### src/rtl/frame_lane_ctrl.sv
// Frame-level control and lane compositor: frame tick/counter, pause, per-frame
// button accumulator, and a registered lane-to-RGB output stage with aligned syncs.
module frame_lane_ctrl #(
    parameter int NUM_LANES  = 4,
    parameter int LANE_W     = 8,
    parameter int LANE_PX    = 160,
    parameter int ACC_W      = 4,
    parameter int SAT_MODE   = 0,
    parameter int TIME_SHIFT = 5
) (
    input  logic                        clk,
    input  logic                        rst,
    input  logic                        hsync_in,
    input  logic                        vsync_in,
    input  logic                        visible_in,
    input  logic [9:0]                  px_x,
    input  logic                        btn_up,
    input  logic                        btn_down,
    input  logic                        btn_left,
    input  logic                        btn_right,
    input  logic                        btn_pause,
    input  logic [NUM_LANES*LANE_W-1:0] lane_data,
    output logic                        frame_tick,
    output logic [31:0]                 frame_cnt,
    output logic [7:0]                  anim_time,
    output logic [ACC_W-1:0]            btn_accum,
    output logic                        paused,
    output logic [3:0]                  vga_r,
    output logic [3:0]                  vga_g,
    output logic [3:0]                  vga_b,
    output logic                        hsync_out,
    output logic                        vsync_out
);

    localparam int AW = ACC_W + 4;
    localparam logic signed [AW-1:0] ACC_MAX = AW'((1 << ACC_W) - 1);

    // button bit order: 0 up, 1 down, 2 right, 3 left, 4 pause
    logic [4:0] btn_raw;
    logic [4:0] btn_meta;
    logic [4:0] btn_sync;
    logic       pause_prev;
    logic       vsync_prev;
    logic       vsync_armed;
    logic       paused_next;

    logic signed [AW-1:0] delta;
    logic signed [AW-1:0] acc_sum;
    logic [ACC_W-1:0]     accum_next;

    logic [31:0] px_ext;
    logic [7:0]  lane_byte;

    assign btn_raw   = {btn_pause, btn_left, btn_right, btn_down, btn_up};
    assign anim_time = frame_cnt[TIME_SHIFT+7:TIME_SHIFT];
    assign px_ext    = {22'd0, px_x};

    // A pause press landing on a tick already decides whether that tick counts.
    always_comb begin
        paused_next = paused ^ (btn_sync[4] & ~pause_prev);
    end

    always_comb begin
        delta = '0;
        if (btn_sync[0]) delta = delta + AW'(1);
        if (btn_sync[1]) delta = delta - AW'(1);
        if (btn_sync[2]) delta = delta + AW'(4);
        if (btn_sync[3]) delta = delta - AW'(4);
        acc_sum    = $signed({4'b0000, btn_accum}) + delta;
        accum_next = acc_sum[ACC_W-1:0];
        if (SAT_MODE != 0) begin
            if (acc_sum < 0)
                accum_next = '0;
            else if (acc_sum > ACC_MAX)
                accum_next = '1;
        end
    end

    // Comparator chain: the last lane boundary passed wins, so columns past the
    // final lane stay on the last lane.
    always_comb begin
        lane_byte = lane_data[LANE_W-8 +: 8];
        for (int k = 1; k < NUM_LANES; k++) begin
            if (px_ext >= $unsigned(k * LANE_PX))
                lane_byte = lane_data[k*LANE_W + LANE_W - 8 +: 8];
        end
    end

    always_ff @(posedge clk or posedge rst) begin
        if (rst) begin
            btn_meta    <= '0;
            btn_sync    <= '0;
            pause_prev  <= 1'b0;
            vsync_prev  <= 1'b0;
            vsync_armed <= 1'b0;
            frame_tick  <= 1'b0;
            frame_cnt   <= '0;
            btn_accum   <= '0;
            paused      <= 1'b0;
            vga_r       <= '0;
            vga_g       <= '0;
            vga_b       <= '0;
            hsync_out   <= 1'b0;
            vsync_out   <= 1'b0;
        end else begin
            btn_meta   <= btn_raw;
            btn_sync   <= btn_meta;
            pause_prev <= btn_sync[4];
            vsync_prev <= vsync_in;
            // vsync must be seen low after reset before an edge can count
            if (!vsync_in)
                vsync_armed <= 1'b1;
            frame_tick <= vsync_in & ~vsync_prev & vsync_armed;
            paused     <= paused_next;
            if (frame_tick) begin
                if (!paused_next)
                    frame_cnt <= frame_cnt + 32'd1;
                btn_accum <= accum_next;
            end
            if (visible_in) begin
                vga_g <= lane_byte[7:4];
                vga_r <= lane_byte[5:2];
                vga_b <= lane_byte[3:0];
            end else begin
                vga_g <= '0;
                vga_r <= '0;
                vga_b <= '0;
            end
            hsync_out <= hsync_in;
            vsync_out <= vsync_in;
        end
    end

endmodule

### config.mk
export PLATFORM = sky130hd
export DESIGN_NAME = frame_lane_ctrl
export DESIGN_NICKNAME = d
export VERILOG_FILES = /design/src/rtl/frame_lane_ctrl.sv
export SDC_FILE = /design/constraint.sdc
export NUM_CORES = 1
export LEC_CHECK = 0
export CORE_ASPECT_RATIO = 0.8
export CORE_UTILIZATION = 43
export CTS_CLUSTER_DIAMETER = 30
export DETAILED_ROUTE_END_ITERATION = 10
export PLACE_DENSITY = 0.78
export SLEW_MARGIN = 40
export SYNTH_ARGS = -nofsm -noshare
export SYNTH_HDL_FRONTEND = slang
export SYNTH_SLANG_ARGS = --single-unit
export TNS_END_PERCENT = 100
### constraint.sdc
create_clock -name clk -period 2.9 [get_ports clk]
set_clock_uncertainty 0.2 [all_clocks]
set_input_delay 0.58 -clock clk [delete_from_list [all_inputs] [get_ports clk]]
set_output_delay 0.58 -clock clk [all_outputs]
set_load 0.005 [all_outputs]
==> results of run 1 <==
-- power groups by stage --
| stage | sequential [mW] | combinational (mW) | clock (mW) |
|---|---|---|---|
| 3_5_place_dp | 1.02 | 0.509 | 0 |
| 4_1_cts | 1.00 | 0.513 | 0.809 |
| 3_3_place_gp | 1.01 | 0.499 | 0 |
| 5_1_grt | 1.02 | 0.559 | 0.847 |
| 6_report | 1.00 | 0.504 | 0.791 |
| 2_1_floorplan | 1.01 | 0.236 | 0 |
-- layout by cell type, fill, tap and decap left out, types with 5 or more instances in the layout --
cell	count
dfrtp_1	60
nand4_1	5
xor2_1	8
a21oi_1	10
nand3_1	10
nand2_1	23
xnor2_1	28
a21o_1	9
and4_1	6
clkdlybuf4s50_1	106
clkbuf_8	9
and3_1	5
nor2_1	5
o21ai_0	15
inv_1	7
ha_1	7
-- stage by stage --
step	setup WS (ns)	hold slack [ns]	instance area (µm²)	cells
floorplan	0.6353	0.1312	2779	243
global placement	0.6217	0.1331	3864	416
detailed placement	0.5852	0.1362	3864	416
CTS	0.6935	0.1519	4069	431
global route	0.5851	0.1557	4069	431
finish	0.7292	0.1488	4069	431
-- sequential cells by signal (all words and copies together), names as in the netlist --
register     count
frame_cnt       32
btn_meta         5
btn_sync         5
btn_accum        4
vga_g            4
vga_b            3
frame_tick       1
hsync_out        1
pause_prev       1
paused           1
vga_r            1
vsync_armed      1
vsync_prev       1
-- final cells by class --
cell class / instances / area share, %
flip-flops and latches: 60 / 36.90
clock inverters: 5 / 1.907
clock buffers: 10 / 3.137
repair buffers: 108 / 26.75
multi-input cells: 159 / 28.08
well taps: 81 / 2.491
inverters: 8 / 0.7380
-- kinds of logic after synthesis --
| family | after synthesis | share of synthesized area (%) |
|---|---|---|
| xor gates and xnor gates | 36 | 11.35 |
| adders and majority gates | 8 | 3.872 |
| DFF | 60 | 54.03 |
| and+or+nand+nor | 72 | 15.89 |
| muxes | 5 | 2.116 |
| AOI/OAI and AO/OA | 38 | 7.879 |
| buffers and inverters | 24 | 4.863 |
-- worst max-delay path by stage --
stage | end | slack (ns) | depth (start not counted)
6_report | frame_tick | 0.73 | 1
5_1_grt | btn_accum[3] | 0.59 | 9
4_1_cts | frame_tick | 0.69 | 1
3_5_place_dp | vga_g[0] | 0.59 | 5
3_3_place_gp | vga_g[1] | 0.62 | 5
2_1_floorplan | btn_accum[0] | 0.64 | 1
-- per-layer routing --
metal | GRT usage (%) | share of wire [%] | vias up
li1 | - | - | 1021
met1 | 21.73 | 43 | 998
met2 | 29.93 | 48 | 74
met3 | 8.696 | 7.5 | 8
met4 | 5.903 | 1.3 | 0
met5 | 0 | 0 | -
==> metrics.csv, run 1 <==
stage;metric;value;unit
yosys;most common library cells after synthesis;60 x dfrtp_1, 28 x xnor2_1, 23 x nand2_1;
critical_path;Crit. Startpoint;frame_tick;
clock_network;clk buf depth;2;
yosys;number of synthesis warnings;0;
critical_path;CP Launch Type;flip-flop;
sta;max-slew violations;0;
sta;Final Hold Violating Endpoints;0;
critical_path;R2R depth;9;
critical_path;worst reg2reg endpoint;btn_accum[3];
power_and_ir_drop;internal cell power;1.708;mW
floorplan;die width;91.88;µm
critical_path;RR Startpoint;btn_sync[0];
floorplan;Initial Util;45.79;%
clock_network;Setup Buffers After CTS;0;
clock_network;total CTS buffers;9;
place;GPL Wtd Cong;0.8096;
drt;DRC viols;0;
sta;final worst path period need;2.171;ns
critical_path;Req. time, crit path;2.12;ns
yosys;Post-synth EDFFs;0;
power_and_ir_drop;switching power;0.5887;mW
global_route;gr usage total;18.34;%
power_and_ir_drop;Comb pwr share;22.0;%
clock_network;clk slew on worst S/H paths;0.07;ns
yosys;Avg Inst Size Synth;11.44;µm²
clock_network;clk sinks;60;
critical_path;Worst EP arrival;1.39;ns
yosys;area leader, netlist;dfrtp_1;
drt;number of DRC markers in iteration 0;58;
hold_path;Hold Crit Class;reg2reg;
power_and_ir_drop;Pwr Total;2.296;mW
cells_and_area;Ant. Diodes;0;
cells_and_area;Syn-to-layout area delta;46.42;%
sta;RSZ-0062 raised after global routing;false;
drt;Routed WL;5859;µm
sta;Setup violations, final;0;
sta;setup_tns;0;ns
flow_run;Max-cap violations;0;
floorplan;num rows;25;
critical_path;CP Buf/Inv Count;1;
place;hpwl dp;4413;µm
yosys;ys async rst share;100.0;%
critical_path;CP peak stage delay;0.56;ns
clock_network;hold_buf cts;0;
hold_path;Worst Hold End;btn_sync[2];
power_and_ir_drop;worst IR drop on VDD;284.1;µV
critical_path;Slowest cell on crit path;clkdlybuf4s50_1;
drt;vias;2101;
yosys;Synth cell types;34;
sta;max_slew headroom;59.60;%
drt;Avg WL per Cell;13.59;µm
global_route;largest net degree at the start of global routing;39;
power_and_ir_drop;Reg power frac;43.6;%
power_and_ir_drop;clock network fraction of total power;34.5;%
cells_and_area;Final Util;67.05;%
clock_network;clk root buf;clkbuf_8;
drt;drt via density;4.875;
clock_network;CTS H-tree depth;3;
yosys;Area contributors post-synth;dfrtp_1 54%, xnor2_1 8.8%, buf_4 3.2%, ha_1 3.2%, nand2_1 3.1%;
critical_path;Top Family by Delay on Critical Path;buffers and inverters;
floorplan;die area;0.006790;mm²
sta;fin crit share;74.86;%
status;outcome;complete, no violations;
yosys;most used flip-flop cell after synthesis;dfrtp_1;
clock_network;CTS resizes;0;
power_and_ir_drop;Sw Ratio;25.64;%
critical_path;reg2reg setup slack;0.74;ns
sta;Least-Margin Pin Slew;0.6048;ns
floorplan;Boundary Pins;112;
hold_path;hold path depth;0;
global_route;vias in the first global route;1991;
power_and_ir_drop;leakage power;1.786;nW
global_route;antenna violations before repair;0;
place;IO buf count;106;
yosys;syn nets;303;
critical_path;Critical Path End Type;primary output;
clock_network;TritonCTS clock tree;built;
cells_and_area;layout cells sized above 1;8.000;%
sta;FMAX;460.7;MHz
cells_and_area;register area;0.001501;mm²
yosys;sequential area share after synthesis;54.03;%
cells_and_area;fin nets;406;
yosys;Synth top area share;54.03;%
power_and_ir_drop;PwrDens;564.4;mW/mm²
yosys;synthesized area;0.002779;mm²
critical_path;CP cell instances;clkdlybuf4s50_1;
hold_path;HP Start;btn_meta[2];
cells_and_area;# fillers;464;
critical_path;CP max FO;7;
global_route;total grt overflow;0;
floorplan;core area;0.006068;mm²
global_route;global-route wire length before repair;9397;µm
critical_path;Crit Path Class;reg2out;
drt;first-pass iteration count of the detailed router;4;
cells_and_area;Multi-input gate area;0.001142;mm²
yosys;Syn Inst Count;243;
clock_network;worst skew pair latency;0.33;ns
yosys;FF+latch count, synth;60;
yosys;top-count cell post-synth;dfrtp_1;
floorplan;Die H;73.91;µm
drt;Antenna Nets Post-Route;0;
(Power assumes the default switching activity.)
==> run 2: changes to the inputs <==
==> constraint.sdc (replaced) <==
create_clock -name clk -period 2.01 [get_ports clk]
set_clock_uncertainty 0.2 [all_clocks]
set_input_delay 0.402 -clock clk [delete_from_list [all_inputs] [get_ports clk]]
set_output_delay 0.402 -clock clk [all_outputs]
set_load 0.005 [all_outputs]
==> run 2 against run 1 <==
Sequential power rose by 42%. Final area increased by 5.2%. Count of clock-buffer cells in the layout up 3. Worst hold slack got worse by 0.0016 ns. Critical path type is now reg2reg. Global-route usage up 0.83 points. Cell count grew 5.1%. Critical path depth increased by 8. Core utilization grew 3.5 points. Via count grew 5.4%. Critical endpoint is now btn_accum[3]. Power grew 49%. Highest routed layer unchanged. Flip-flop and latch count did not move.
==> metrics.csv, run 2 (synthesis results as in run 1) <==
stage;metric;value;unit;change
global_route;vias in the first global route;2180;;+9.5%
sta;RSZ-0062 raised after global routing;true;;
place;IO buf count;106;;unchanged
floorplan;Initial Util;45.79;%;unchanged
sta;fin crit share;99.73;%;
clock_network;clk sinks;60;;unchanged
drt;first-pass iteration count of the detailed router;4;;unchanged
sta;Setup violations, final;0;;unchanged
critical_path;CP max FO;2;;-5
floorplan;die area;0.006790;mm²;unchanged
clock_network;worst skew pair latency;0.33;ns;about the same
floorplan;Die H;73.91;µm;unchanged
sta;max-slew violations;0;;unchanged
critical_path;reg2reg setup slack;0.005;ns;-0.73 ns
sta;fin worst setup slack;0.005421;ns;-0.7238 ns
clock_network;CTS H-tree depth;3;;unchanged
floorplan;num rows;25;;unchanged
cells_and_area;Regs by FF count;frame_cnt (32), btn_meta (5), btn_sync (5);;
sta;Final Hold Violating Endpoints;0;;unchanged
sta;Least-Margin Pin Slew;0.5783;ns;-0.02651 ns
clock_network;clk buf depth;2;;unchanged
drt;drt via density;4.890;;+0.31%
global_route;global-route wire length before repair;9908;µm;+5.4%
critical_path;worst reg2reg endpoint;btn_accum[3];;
sta;max_slew headroom;61.37;%;+1.8 points
hold_path;Hold Crit Class;reg2reg;;
drt;Antenna Nets Post-Route;0;;unchanged
critical_path;Crit. Startpoint;btn_sync[0];;
flow_run;Max-cap violations;0;;unchanged
global_route;total grt overflow;0;;unchanged
place;GPL Wtd Cong;0.7888;;-2.6%
clock_network;TritonCTS clock tree;built;;
place;hpwl dp;4539;µm;+2.9%
critical_path;R2R depth;9;;unchanged
drt;DRC viols;0;;unchanged
clock_network;clk slew on worst S/H paths;0.06;ns;about the same
clock_network;clk root buf;clkbuf_8;;
cells_and_area;Largest register FFs;32;;unchanged
power_and_ir_drop;PwrDens;799.8;mW/mm²;+42%
cells_and_area;# fillers;473;;+1.9%
sta;FMAX;498.9;MHz;
critical_path;Critical Path End Type;flip-flop;;
cells_and_area;Ant. Diodes;0;;unchanged
power_and_ir_drop;worst IR drop on VDD;427.6;µV;+51%
drt;Avg WL per Cell;13.47;µm;-0.93%
clock_network;hold_buf cts;0;;unchanged
place;Place WS;-0.1381;ns;-0.7233 ns
critical_path;Req. time, crit path;2.03;ns;-0.09 ns
clock_network;total CTS buffers;9;;unchanged
cells_and_area;Syn-to-layout area delta;54.07;%;
critical_path;Worst Setup EP;btn_accum[3];;
global_route;largest net degree at the start of global routing;61;;+56%
floorplan;Boundary Pins;112;;unchanged
cells_and_area;most common cell after layout, fill and taps aside;clkdlybuf4s50_1;;
cells_and_area;layout cells sized above 1;15.32;%;+7.3 points
critical_path;CP Launch Type;flip-flop;;
power_and_ir_drop;leakage power;1.905;nW;+6.7%
sta;final worst path period need;2.005;ns;
global_route;gr usage total;19.16;%;+0.83 points
floorplan;core area;0.006068;mm²;unchanged
sta;worst hold slack;0.1472;ns;-0.001612 ns
critical_path;RR Startpoint;btn_sync[0];;
drt;number of DRC markers in iteration 0;77;;+33%
cells_and_area;most frequent cells in the layout;106 x clkdlybuf4s50_1, 60 x dfrtp_1, 28 x xnor2_1;;
floorplan;die width;91.88;µm;unchanged
drt;vias;2215;;+5.4%
cells_and_area;fin nets;427;;+5.2%
cells_and_area;register bank with the most flops;frame_cnt;;
drt;Routed WL;6101;µm;+4.1%
global_route;antenna violations before repair;0;;unchanged
critical_path;Worst EP arrival;2.02;ns;+0.63 ns
status;outcome;complete, no violations;;
critical_path;Crit Path Class;reg2reg;;
-- run 2: cell count changes in the layout (fill, tap and decap cells not counted), sizes merged --
cell,change
buf,+21
clkbuf,+3
bufinv,-1
clkinv,-1
clkinvlp,+1
inv,-1
-- run 2: timing repair --
item,in CTS,in global routing
endpoints found under the setup margin,4,16
buffers inserted,0,3
gates resized for setup,1,4
pin swaps,3,6
-- run 2: per-stage QoR --
stage	power [mW]	instance area (µm²)	setup TNS (ns)	util, %	cells
6_report	3.424	4282	0	70.56	453
5_1_grt	3.609	4282	-0.2130	70.56	453
4_1_cts	3.472	4245	-0.004463	69.96	450
3_5_place_dp	2.285	4021	-0.7217	66.27	434
3_3_place_gp	2.257	4021	-0.6138	66.27	434
2_1_floorplan	1.817	2801	0	-	243
-- run 2: worst max-delay path, cell delays in order, from the launching register on --
cell and delay, ns:
dfrtp_1 0.36, inv_1 0.05, ha_2 0.19, ha_4 0.20, xnor2_1 0.12, ha_1 0.31
a21oi_2 0.15, xnor2_1 0.12, nand2_1 0.08, xnor2_1 0.12
-- run 2: final cells by class --
class,count,area [µm²],area share [%]
clock buffers,13,178.9,4.179
clock inverters,3,42.54,0.9936
inverters,8,33.78,0.7890
multi-input cells,159,1174,27.41
flip-flops and latches,60,1501,35.07
well taps,81,101.3,2.367
repair buffers,129,1250,29.19
-- run 2: how the worst min path moves through the flow --
stage | cells past startpoint | start | to | slack, ns
3_5_place_dp | 0 | btn_meta[4] | btn_sync[4] | 0.13
6_report | 0 | btn_meta[2] | btn_sync[2] | 0.15
4_1_cts | 0 | btn_meta[4] | btn_sync[4] | 0.15
2_1_floorplan | 0 | btn_meta[0] | btn_sync[0] | 0.13
3_3_place_gp | 0 | btn_meta[1] | btn_sync[1] | 0.13
5_1_grt | 0 | btn_meta[0] | btn_sync[0] | 0.15
-- run 2: routing by layer --
layer / share of wire (%) / global-route usage, % / up-vias / wire, µm
li1: - / - / 1072 / -
met1: 42 / 22.75 / 1047 / 2544
met2: 49 / 32.50 / 85 / 2968
met3: 8.3 / 7.453 / 11 / 506
met4: 1.3 / 6.250 / 0 / 81
met5: 0 / 0 / - / 0
-- run 2: report_power, final --
part | total (mW) | internal, mW | switching (mW) | leakage, nW
logic | 0.842 | 0.509 | 0.333 | 1.02
clock network | 1.16 | 0.706 | 0.456 | 0.112
registers | 1.42 | 1.33 | 0.0896 | 0.775
total | 3.42 | 2.55 | 0.878 | 1.91
